$ cat src/rtl/auto_exposure_controller.sv
// Frame-mean luma exposure loop: measures each frame, nudges exposure by STEP, requests a config write.
// Decision 2 cycles after frame_end; pulse waits for bus_active low and a 1-cycle hold after any output change.
module auto_exposure_controller #(
    parameter logic [7:0] TARGET     = 8'd110,
    parameter logic [7:0] DEADBAND   = 8'd12,
    parameter logic [7:0] STEP       = 8'd4,
    parameter logic [7:0] EXP_INIT   = 8'h40,
    parameter logic [7:0] EXP_MIN    = 8'h04,
    parameter logic [7:0] EXP_MAX    = 8'hF0,
    parameter int         FRAME_SKIP = 2,
    parameter int         SUM_WIDTH  = 32,
    parameter int         CNT_WIDTH  = 20
) (
    input  logic       clk_camera,
    input  logic       sys_rst_camera_n,
    input  logic       ae_enable,
    input  logic       frame_start,
    input  logic       frame_end,
    input  logic       pixel_valid,
    input  logic [7:0] pixel_luma,
    input  logic       bus_active,
    output logic [7:0] exposure,
    output logic       manual_exposure,
    output logic       ready_update_out,
    output logic       ae_busy
);
    typedef enum logic [2:0] {
        ST_IDLE, ST_MEASURE, ST_CALC, ST_DECIDE, ST_UPDATE, ST_SETTLE
    } state_t;

    localparam logic [SUM_WIDTH-1:0] HI_MUL = SUM_WIDTH'({1'b0, TARGET} + {1'b0, DEADBAND});
    localparam logic [SUM_WIDTH-1:0] LO_MUL = SUM_WIDTH'({1'b0, TARGET} - {1'b0, DEADBAND});

    state_t               r_state;
    logic [7:0]           r_exposure;
    logic                 r_manual;
    logic                 r_ready;
    logic                 r_in_frame;
    logic [SUM_WIDTH-1:0] r_sum;
    logic [CNT_WIDTH-1:0] r_count;
    logic [SUM_WIDTH-1:0] r_hi_thr;
    logic [SUM_WIDTH-1:0] r_lo_thr;
    logic [7:0]           r_skip;
    logic                 r_hold;
    logic                 r_to_idle;

    logic [SUM_WIDTH:0]   w_sum_add;
    logic [SUM_WIDTH-1:0] w_sum_sat;
    logic [CNT_WIDTH-1:0] w_cnt_sat;
    logic [SUM_WIDTH-1:0] w_cnt_ext;
    logic [8:0]           w_exp_up9;
    logic [7:0]           w_exp_up;
    logic [7:0]           w_exp_dn;
    logic [7:0]           w_exp_new;

    assign w_sum_add = {1'b0, r_sum} + {{(SUM_WIDTH-7){1'b0}}, pixel_luma};
    assign w_sum_sat = w_sum_add[SUM_WIDTH] ? '1 : w_sum_add[SUM_WIDTH-1:0];
    assign w_cnt_sat = (&r_count) ? r_count : r_count + CNT_WIDTH'(1);
    assign w_cnt_ext = SUM_WIDTH'(r_count);

    // 9-bit arithmetic so the clamps see overflow/underflow instead of a wrapped value
    assign w_exp_up9 = {1'b0, r_exposure} + {1'b0, STEP};
    assign w_exp_up  = (w_exp_up9 > {1'b0, EXP_MAX}) ? EXP_MAX : w_exp_up9[7:0];
    assign w_exp_dn  = ({1'b0, r_exposure} < ({1'b0, EXP_MIN} + {1'b0, STEP})) ? EXP_MIN
                                                                               : r_exposure - STEP;

    always_comb begin
        w_exp_new = r_exposure;
        if (r_sum < r_lo_thr)
            w_exp_new = w_exp_up;
        else if (r_sum > r_hi_thr)
            w_exp_new = w_exp_dn;
    end

    always_ff @(posedge clk_camera) begin
        if (!sys_rst_camera_n) begin
            r_state    <= ST_IDLE;
            r_exposure <= EXP_INIT;
            r_manual   <= 1'b0;
            r_ready    <= 1'b0;
            r_in_frame <= 1'b0;
            r_sum      <= '0;
            r_count    <= '0;
            r_hi_thr   <= '0;
            r_lo_thr   <= '0;
            r_skip     <= '0;
            r_hold     <= 1'b0;
            r_to_idle  <= 1'b0;
        end else begin
            r_ready <= 1'b0;
            if (!ae_enable && r_state != ST_IDLE && !r_to_idle) begin
                // Hand control back: one final write with manual mode cleared
                r_manual   <= 1'b0;
                r_to_idle  <= 1'b1;
                r_hold     <= 1'b1;
                r_in_frame <= 1'b0;
                r_state    <= ST_UPDATE;
            end else begin
                case (r_state)
                    ST_IDLE: begin
                        if (ae_enable) begin
                            r_manual <= 1'b1;
                            r_hold   <= 1'b1;
                            r_state  <= ST_UPDATE;
                        end
                    end
                    ST_MEASURE: begin
                        if (frame_start) begin
                            r_in_frame <= 1'b1;
                            r_sum      <= '0;
                            r_count    <= '0;
                        end else if (r_in_frame) begin
                            if (pixel_valid) begin
                                r_sum   <= w_sum_sat;
                                r_count <= w_cnt_sat;
                            end
                            if (frame_end) begin
                                r_in_frame <= 1'b0;
                                r_state    <= ST_CALC;
                            end
                        end
                    end
                    ST_CALC: begin
                        r_hi_thr <= w_cnt_ext * HI_MUL;
                        r_lo_thr <= w_cnt_ext * LO_MUL;
                        r_state  <= ST_DECIDE;
                    end
                    ST_DECIDE: begin
                        if (r_count == '0 || w_exp_new == r_exposure) begin
                            r_state <= ST_MEASURE;
                        end else begin
                            r_exposure <= w_exp_new;
                            r_hold     <= 1'b1;
                            r_state    <= ST_UPDATE;
                        end
                    end
                    ST_UPDATE: begin
                        // r_hold keeps outputs stable for two cycles ahead of the pulse
                        if (r_hold) begin
                            r_hold <= 1'b0;
                        end else if (!bus_active) begin
                            r_ready <= 1'b1;
                            if (r_to_idle) begin
                                r_to_idle <= 1'b0;
                                r_state   <= ST_IDLE;
                            end else begin
                                r_skip  <= 8'(FRAME_SKIP);
                                r_state <= ST_SETTLE;
                            end
                        end
                    end
                    ST_SETTLE: begin
                        if (frame_end) begin
                            if (r_skip <= 8'd1)
                                r_state <= ST_MEASURE;
                            else
                                r_skip <= r_skip - 8'd1;
                        end
                    end
                    default: r_state <= ST_IDLE;
                endcase
            end
        end
    end

    assign exposure         = r_exposure;
    assign manual_exposure  = r_manual;
    assign ready_update_out = r_ready;
    assign ae_busy          = (r_state != ST_IDLE) && (r_state != ST_MEASURE);

endmodule

$ cat config.mk
export PLATFORM = sky130hd
export DESIGN_NAME = auto_exposure_controller
export DESIGN_NICKNAME = d
export VERILOG_FILES = /design/src/rtl/auto_exposure_controller.sv
export SDC_FILE = /design/constraint.sdc
export NUM_CORES = 1
export LEC_CHECK = 0
export CORE_AREA = 2 2 156 158
export CTS_BUF_LIST = sky130_fd_sc_hd__clkbuf_4 sky130_fd_sc_hd__clkbuf_8
export DETAILED_ROUTE_END_ITERATION = 6
export DIE_AREA = 0 0 158 160
export DONT_BUFFER_PORTS = 1
export HOLD_SLACK_MARGIN = 0.06
export PLACE_DENSITY_LB_ADDON = 0.1
export SYNTH_ARGS = -nofsm -noshare
export SYNTH_HDL_FRONTEND = slang
export SYNTH_SLANG_ARGS = --single-unit
$ cat constraint.sdc
create_clock -name clk_camera -period 4.4 [get_ports clk_camera]
set_clock_uncertainty 0.05 [all_clocks]
set_input_delay 1.1 -clock clk_camera [delete_from_list [all_inputs] [get_ports clk_camera]]
set_output_delay 1.1 -clock clk_camera [all_outputs]
set_load 0.005 [all_outputs]
==> flow_summary.json <==
{
  "status": "complete, no violations",
  "rr_endpoint": "r_hi_thr[25]",
  "diodes": 0,
  "grt_pass1_wl_mm": 46.41,
  "yosysWarnings": 0,
  "power.total_uw": 2979,
  "die_x_um": 158,
  "initial_core_util_pct": 48.89,
  "clock-sinks": 126,
  "dieArea_sq_um": 25280,
  "syn_to_final_growth_pct": 10.43,
  "cp-endpoint": "r_hi_thr[25]",
  "clock_power_share_pct": 36.9,
  "synth_seq_cells": 126,
  "p_int_uw": 1975,
  "p_switching_uw": 1003,
  "synth_area_per_cell_sq_um": 8.402,
  "place_congestion": 0.8591,
  "port_buffers": 0,
  "cts_tree": "done",
  "drt_iter0_drc": 613,
  "drc": 0,
  "peakVddDrop_mv": 0.1790,
  "rows": 57,
  "cp_slowest_cell": "fa_1",
  "synth_edf_count": 0,
  "power_leakage_uw": 0.005958,
  "power_density_nw_per_um2": 231.6,
  "synth_fp_nets": 1657,
  "synth.distinct_cells": 70,
  "grt_max_degree": 47,
  "sequentialPowerShare_pct": 42.7,
  "startpoint": "r_count[2]",
  "worstRegToRegCells": 16,
  "hp-class": "flip-flop to flip-flop",
  "syn_inst": 1386,
  "cts_buffers": 17,
  "slew_headroom_pct": 28.60,
  "synth_area_sq_um": 11640,
  "viasPerCell": 5.423,
  "nFillCells": 2301,
  "wl_per_cell_um": 15.99,
  "critPathMostFrequentCell": "fa_1",
  "antenna_found_initial": 0,
  "worstPathMaxFanout": 4,
  "drv_cap": 0,
  "cts_root_buf": "clkbuf_8",
  "cp.arrival_ps": 4610,
  "ys.flop_type": "dfxtp_1",
  "finalCriticalPeriod_ps": 4251,
  "cp-end-kind": "flip-flop",
  "setup_viol": 0,
  "pre_cts_ws_ps": -180.5,
  "whs_path_depth": 2,
  "grt_pass1_vias": 9319,
  "maxSlewViolCount": 0,
  "cts_buffer_depth": 2,
  "nets": 1691,
  "core_area_sq_um": 23820,
  "timing.fmax_ghz": 0.2353,
  "regToRegSetupSlack_ps": 150,
  "yosysSeqAreaShare_pct": 21.66,
  "drive_above_1_share_pct": 9.560,
  "worstReg2RegStart": "r_count[2]",
  "comb_power_share_pct": 20.4,
  "synthArstFlopShare_pct": 0,
  "cp_cell_sequence": "inv_1, fa_1, fa_1, fa_1, inv_1, ha_1, nor2b_1, o21ai_2, a21boi_2, o211ai_1, a21oi_1, nand3b_1, a31o_2, a21o_1, a211o_1, nand3_1",
  "gr-total-overflow": 0,
  "cts_setup_buffers": 0,
  "setup_slack_ps": 149.3,
  "dp_hpwl_mm": 22.22,
  "clkTransAtPathRegs_ps": 90,
  "clkLatencyLatePin_ps": 480,
  "report.final.hold_viol_count": 0,
  "swShare_pct": 33.68,
  "routed_wirelength_mm": 28.09,
  "tightest_slew_ps": 1063,
  "ant_nets": 0,
  "io_pins": 26,
  "crit_required_ps": 4760,
  "holdBufCountCts": 0,
  "first_pass_iters": 5,
  "grt_usage_pct": 22.97,
  "cpPeakStageDelay_ps": 540,
  "vias": 9528,
  "fin_crit_sh_pct": 96.61,
  "die_h_um": 160,
  "htreeDepth": 4,
  "cp-start-kind": "flip-flop",
  "path_class": "flip-flop to flip-flop"
}
[stage by stage]
stage	std cells	utilization (%)	setup TNS, ps	hold slack [ps]	area (sq um)
after global routing	1757	53.99	-142.0	423.9	12860
after detailed placement	1725	51.78	-566.4	396.2	12330
final	1757	53.99	0	403.0	12860
after floorplan	1386	-	0	381.9	11650
after global placement	1725	51.78	-197.1	389.1	12330
after CTS	1757	53.58	0	405.7	12760
[state kept, by name, indices dropped and copies added, names as in the netlist]
register          count
r_sum                32
r_hi_thr             26
r_lo_thr             24
r_count              20
exposure              8
r_skip                8
r_state               3
manual_exposure       1
r_hold                1
r_in_frame            1
r_to_idle             1
ready_update_out      1
[logic make-up after synthesis]
group | count (synthesis) | share of synthesized area, %
adders and majority gates | 256 | 32.02
DFF | 126 | 21.66
muxes | 14 | 1.214
buffers and inverters | 215 | 7.059
AOI/OAI and AO/OA | 309 | 17.12
xor gates and xnor gates | 55 | 4.137
and+or+nand+nor | 411 | 16.79
[routing by layer]
layer  wire length, um  share of wire, %  global-route usage (%)  vias to the layer above
met1             14420                51                   33.07                     4460
li1                  -                 -                       -                     4904
met3               739               2.6                   2.659                       28
met4               375               1.3                   5.815                        0
met5                 0                 0                       0                        -
met2             12560                45                   36.64                      136
[how the worst min path moves through the flow]
| stage | from | endpoint |
|---|---|---|
| 2_1_floorplan | r_hi_thr[9] | r_hi_thr[9] |
| 6_report | r_hi_thr[10] | r_hi_thr[10] |
| 4_1_cts | r_lo_thr[11] | r_lo_thr[11] |
| 3_3_place_gp | r_lo_thr[18] | r_lo_thr[18] |
| 3_5_place_dp | r_lo_thr[11] | r_lo_thr[11] |
| 5_1_grt | r_hi_thr[10] | r_hi_thr[10] |
[cell type report]
cell class                 instances  area (sq um)  area share, %
timing repair buffer              54         421.7          3.279
sequential                       126          2537          19.73
inverter                         176         660.6          5.137
tap                              324         405.4          3.152
clock inverter                    13         155.1          1.206
clock buffer                      19         255.2          1.985
multi-input combinational       1045          8424          65.51
[cell usage after synthesis, types with 4 or more instances]
cell         n  area share, %
dfxtp_1    126             22
o21bai_1     4           0.26
nand4_1     18           0.97
nor2_1     100            3.2
nand3_1     46            2.0
nand2_1    130            4.2
and2_1       9           0.48
nor2b_1     10           0.54
mux2i_1     13            1.1
fa_1        70             12
nor4_1      13           0.70
or3_1       13           0.70
xor2_1      18            1.4
ha_1       186             20
a21oi_1    124            5.3
or2_2        4           0.21
a211oi_1    18            1.2
a211o_1      4           0.30
o2111ai_1    5           0.38
o21ai_0     53            2.3
nor3_1      27            1.2
xnor2_1     37            2.8
o21a_1       8           0.52
nand3b_1     4           0.26
a31oi_1     11           0.59
o31ai_1      5           0.32
inv_1      176            5.7
a2bb2oi_1    4           0.30
and4_1       6           0.45
o211ai_1     7           0.45
and3_1      13           0.70
clkbuf_1    34            1.1
nand2b_1     5           0.27
a311oi_1     5           0.38
a21o_1      21            1.4
[power groups by stage]
stage | Clock (uW) | Combinational [uW] | Sequential (uW)
floorplan | 0 | 492 | 1270
global placement | 0 | 599 | 1300
detailed placement | 0 | 604 | 1300
CTS | 1120 | 608 | 1270
global route | 1170 | 687 | 1280
finish | 1100 | 608 | 1270
[what timing repair did]
item	4_1_cts	5_1_grt
endpoints found under the hold margin	0	0
pin swaps	4	7
gates resized for setup	8	29
setup endpoints to repair	9	17
[cell usage in the layout (no fill, tap or decap), types with 7 or more instances in the layout]
cell type,count
mux2i_1,13
ha_1,184
clkbuf_8,18
nor3_1,25
fa_1,70
nor2_1,99
nand2_1,129
or3_1,13
a31oi_1,11
xnor2_1,37
o21ai_0,47
o21a_1,8
a21o_1,21
inv_1,175
buf_4,52
nor4_1,12
xor2_1,18
nand4_1,18
nor2b_1,10
and2_1,9
dfxtp_1,118
a211oi_1,17
o211ai_1,7
nand3_1,45
a21oi_1,121
and3_1,13
[worst max-delay path, delay by kind of cell (launching register included)]
family,cells,cell delay [ps]
fa+ha+maj,4,1870
compound gates,7,1360
simple gates,3,420
flops,1,380
buf+inv,2,110
(Power assumes the default switching activity.)
